==> src/rtl/rf_dump_reader.sv <==
// Purpose: walks the register file through one read port and streams every entry out as (index, data) beats.
// Latency: 2 cycles per beat with m_ready held high; done pulses the cycle after the last beat is accepted.
// Backpressure: m_ready low holds a beat stable in SEND indefinitely; abort drops the pending beat without a done pulse.
// Optional build macro RF_DUMP_SKIP_X0_EN: start the walk at index 1 so x0 is never emitted.
module rf_dump_reader #(
    parameter int NUM_REGS = 32,
    parameter int ADDR_W   = 5,
    parameter int DATA_W   = 32
) (
    input  logic              clk,
    input  logic              rst_n,
    input  logic              start,
    input  logic              abort,
    output logic              busy,
    output logic              done,
    output logic [ADDR_W-1:0] rd_reg,
    input  logic [DATA_W-1:0] rd_data,
    output logic              m_valid,
    input  logic              m_ready,
    output logic [ADDR_W-1:0] m_addr,
    output logic [DATA_W-1:0] m_data
);

    typedef enum logic [1:0] {
        S_IDLE,
        S_LOAD,
        S_SEND,
        S_DONE
    } state_t;

`ifdef RF_DUMP_SKIP_X0_EN
    localparam logic [ADDR_W-1:0] FIRST_IDX = ADDR_W'(1);
`else
    localparam logic [ADDR_W-1:0] FIRST_IDX = '0;
`endif
    // Terminal index; the walk stops here instead of wrapping.
    localparam logic [ADDR_W-1:0] LAST_IDX = ADDR_W'(NUM_REGS - 1);

    state_t              state_q, state_d;
    logic [ADDR_W-1:0]   idx_q, idx_d;
    logic                m_valid_q, m_valid_d;
    logic [ADDR_W-1:0]   m_addr_q, m_addr_d;
    logic [DATA_W-1:0]   m_data_q, m_data_d;

    assign busy    = (state_q == S_LOAD) || (state_q == S_SEND);
    assign done    = (state_q == S_DONE);
    // The read port is only steered while a register is being captured.
    assign rd_reg  = (state_q == S_LOAD) ? idx_q : '0;
    assign m_valid = m_valid_q;
    assign m_addr  = m_addr_q;
    assign m_data  = m_data_q;

    // Next-state and beat register updates; abort wins over acceptance.
    always_comb begin
        state_d   = state_q;
        idx_d     = idx_q;
        m_valid_d = m_valid_q;
        m_addr_d  = m_addr_q;
        m_data_d  = m_data_q;
        case (state_q)
            S_IDLE: begin
                if (start) begin
                    idx_d   = FIRST_IDX;
                    state_d = S_LOAD;
                end
            end
            S_LOAD: begin
                if (abort) begin
                    idx_d     = '0;
                    m_valid_d = 1'b0;
                    state_d   = S_IDLE;
                end else begin
                    // Snapshot what the read port shows this cycle; x0 is hardwired zero.
                    m_data_d  = (idx_q == '0) ? '0 : rd_data;
                    m_addr_d  = idx_q;
                    m_valid_d = 1'b1;
                    state_d   = S_SEND;
                end
            end
            S_SEND: begin
                if (abort) begin
                    idx_d     = '0;
                    m_valid_d = 1'b0;
                    state_d   = S_IDLE;
                end else if (m_valid_q && m_ready) begin
                    m_valid_d = 1'b0;
                    if (idx_q == LAST_IDX) begin
                        state_d = S_DONE;
                    end else begin
                        idx_d   = idx_q + ADDR_W'(1);
                        state_d = S_LOAD;
                    end
                end
            end
            S_DONE: begin
                state_d = S_IDLE;
            end
            default: begin
                state_d = S_IDLE;
            end
        endcase
    end

    // State and beat registers with asynchronous clear.
    always_ff @(posedge clk or negedge rst_n) begin
        if (!rst_n) begin
            state_q   <= S_IDLE;
            idx_q     <= '0;
            m_valid_q <= 1'b0;
            m_addr_q  <= '0;
            m_data_q  <= '0;
        end else begin
            state_q   <= state_d;
            idx_q     <= idx_d;
            m_valid_q <= m_valid_d;
            m_addr_q  <= m_addr_d;
            m_data_q  <= m_data_d;
        end
    end

endmodule
==> config.mk <==
export PLATFORM = sky130hd
export DESIGN_NAME = rf_dump_reader
export DESIGN_NICKNAME = d
export VERILOG_FILES = /design/src/rtl/rf_dump_reader.sv
export SDC_FILE = /design/constraint.sdc
export NUM_CORES = 1
export LEC_CHECK = 0
export BUFFER_PORTS_ARGS = -buffer_cell sky130_fd_sc_hd__buf_2
export CORE_MARGIN = 10
export CORE_UTILIZATION = 40
export DETAILED_ROUTE_END_ITERATION = 12
export HOLD_SLACK_MARGIN = 0.1
export PLACE_DENSITY = 0.69
export SYNTH_ARGS = -nofsm -noshare
export SYNTH_HDL_FRONTEND = slang
export SYNTH_SLANG_ARGS = --single-unit
export TNS_END_PERCENT = 50
==> constraint.sdc <==
create_clock -name clk -period 2.3 [get_ports clk]
set_input_delay 0.46 -clock clk [delete_from_list [all_inputs] [get_ports clk]]
set_output_delay 0.46 -clock clk [all_outputs]
set_load 0.05 [all_outputs]
==> qor.txt <==
most used cell, CP -> ha_1
status -> completed
die height -> 88.5 microns
Post-CTS Setup Bufs -> 0
Final setup viols -> 0
PostCTS Resize Cnt -> 0
register bit total from synthesis -> 45
Yosys top cell area share -> 60.1%
GR Util All Layers -> 12.7%
sequential share of the synthesized area -> 60.1%
Fillers -> 394
Clock Path Buffers -> 2
clk sink count -> 45
Least-Margin Pin Slew -> 0.401 ns
number of cells produced by synthesis -> 146
max cap viols -> 0
clk slew on worst S/H paths -> 0.09 ns
CP endpoint kind -> flip-flop
synth unique cells -> 30
peak supply drop -> 0.989 mV
Pins Over Slew Limit -> 0
CTS tree -> yes
ANT cells -> 0
Finished Layout Cells -> 285
Area contributors post-synth -> dfrtp_1 60%, a22o_1 15%, ha_1 5.3%, and2_1 1.7%, inv_1 1.6%
initial antenna violation count -> 0
Die Area -> 7820 sq um
layout cells sized above 1 -> 42.9%
Nets -> 277
Lkg Pwr -> 1.40 nW
hold_buf cts -> 1
yosys synthesis warning count -> 0
top_reg_cell synth -> dfrtp_1
GR Overflow Total -> 0
core box area -> 4440 sq um
Crit path arrival time -> 2.31 ns
routed via count -> 1441
Fmax achieved -> 468 MHz
placed cell count -> 276
Slew HR -> 73.1%
minimum clock period after layout -> 2.13 ns
setup TNS -> 0 ns
WL/cell -> 17.0 microns
delay-heaviest family, CP -> simple AND/OR/NAND/NOR gates
area leader, netlist -> dfrtp_1
Hold Vio Cnt, Final -> 0
CP Data Required Time -> 2.48 ns
clock buffer count from CTS -> 5
Tightest Hold Check Type -> in2reg
Crit path largest cell delay -> 0.51 ns
Clock Latency Late Sink -> 0.29 ns
Root Buffer -> clkbuf_8
Initial Utilization -> 42.2%
Die Wd -> 88.5 microns
area of the mapped netlist -> 1870 sq um
asr flop ratio synth -> 100%
syn avg cell area -> 12.8 sq um
Area growth syn-to-layout -> 31.0%
final wirelength -> 4850 microns
worst path bufs/invs -> 0
first-pass GRT wire length -> 7910 microns
hpwl dp -> 3720 microns
RSZ-0062 raised after global routing -> no
CP Class -> reg2reg
First DRT Iteration DRCs -> 56
startpoint types -> flip-flop
RD Place Congestion -> 0.843
ANT nets after route -> 0
largest net degree at the start of global routing -> 33
EDFF count, synth -> 0
Remaining DRCs -> 0
# port buffers -> 81
Cell Chain, Critical Path -> ha_1 > and3_1 > ha_1 > a21oi_1 > nor2_1 > or4_1 > a22o_1
Rows -> 24
DRT Pass-1 Iters -> 4
DR vias/cell -> 5.06
CP max FO -> 5
CP max-delay cell -> or4_1
period utilisation layout -> 92.8%
vias in the first global route -> 1608
Mapped Nets -> 191
H-tree depth -> 2
Layout Skew -> 0.00708 ns
power per standard cell area -> 1110 nW/um^2
I/O pin cnt -> 82
[through the flow]
stage	power, mW	area, sq um	setup slack [ns]	util [%]	hold slack (ns)
3_3_place_gp	2.24	2350	0.203	52.9	0.319
4_1_cts	2.76	2460	0.168	55.3	0.372
6_report	2.73	2460	0.165	55.3	0.378
5_1_grt	2.89	2460	0.00833	55.3	0.367
3_5_place_dp	2.25	2350	0.181	52.9	0.332
2_1_floorplan	1.94	1870	0.273	-	0.164
[synth_stat cells, drive strengths merged, types with 2 or more instances]
cell type  number
a21oi           2
and2            6
nor2            3
inv             8
a22o           34
nor3            2
mux2            3
o41ai           3
ha              8
o21ai           3
mux2i           2
nand2           7
dfrtp          45
buf             4
clkbuf          4
nor2b           2
[layout by cell type (no fill, tap or decap), types with 2 or more instances in the layout]
cell	netlist	routed
a21oi_1	2	2
a22o_1	33	33
and2_1	5	5
buf_2	4	81
buf_4	0	5
clkbuf_8	0	6
dfrtp_1	45	45
ha_1	8	8
inv_1	8	8
mux2_1	2	2
mux2i_1	2	2
nand2_1	7	7
nor2_1	3	2
nor3_1	2	2
o21ai_0	3	3
o41ai_1	3	3
[worst register-to-register path, stage by stage (launching register included)]
cell     delay (ns)
dfrtp_1        0.41
ha_1           0.22
and3_1         0.18
ha_1           0.18
a21oi_1        0.18
nor2_1         0.11
or4_1          0.51
a22o_1         0.23
[final timing paths]
kind / cells past startpoint / slack [ns] / from / to
worst min-delay path: 2 / 0.38 / rd_data[5] / m_data[5]$_DFFE_PN0P_
worst max-delay path: 7 / 0.17 / idx_q[0]$_DFFE_PN0P_ / idx_q[2]$_DFFE_PN0P_
worst min register to register: 2 / 0.49 / m_addr[4]$_DFFE_PN0P_ / m_addr[4]$_DFFE_PN0P_
worst max register to register: 7 / 0.17 / idx_q[0]$_DFFE_PN0P_ / idx_q[2]$_DFFE_PN0P_
min in group asynchronous: 2 / 0.55 / rst_n / idx_q[0]$_DFFE_PN0P_
max in group asynchronous: 3 / 1.20 / rst_n / idx_q[4]$_DFFE_PN0P_
[cells by family (layout without fill, tap and decap cells)]
| kind of cell | after synthesis | after routing | share of synthesized area [%] |
|---|---|---|---|
| buffers and inverters | 16 | 103 | 3.47 |
| AND/OR/NAND/NOR | 28 | 28 | 8.35 |
| AO/OA/AOI/OAI | 44 | 44 | 19.9 |
| multiplexers | 5 | 5 | 2.87 |
| flip-flops | 45 | 45 | 60.1 |
| adder cells (fa/ha/maj) | 8 | 8 | 5.34 |
[report_power, final]
part	leakage (nW)	internal [mW]	switching, mW
Combinational	0.731	0.347	0.877
Clock	0.0512	0.244	0.265
Sequential	0.622	0.924	0.0759
Total	1.40	1.51	1.22
[per-layer routing]
metal  track usage (%)  up-vias  part of all wire, %
met5                 0        -                    0
met4              5.29        0                  1.4
met1              15.9      679                   43
met2              20.4       54                   48
met3              3.40        5                  7.8
li1                  -      703                    -
[flip-flops by register name, indices dropped and copies added, names as in the netlist]
name,count
state_q,2
idx_q,5
m_valid,1
m_addr,5
m_data,32
[area by class of cell]
cell class,count,area [sq um],share of cell area [%]
Sequential cell,45,1130,45.8
Multi-Input combinational cell,85,686,27.9
Timing Repair Buffer,87,453,18.4
Clock buffer,6,82.6,3.36
Tap cell,52,65.1,2.65
Inverter,8,30.0,1.22
Clock inverter,2,13.8,0.560
Power figures use the tool's default switching activity.
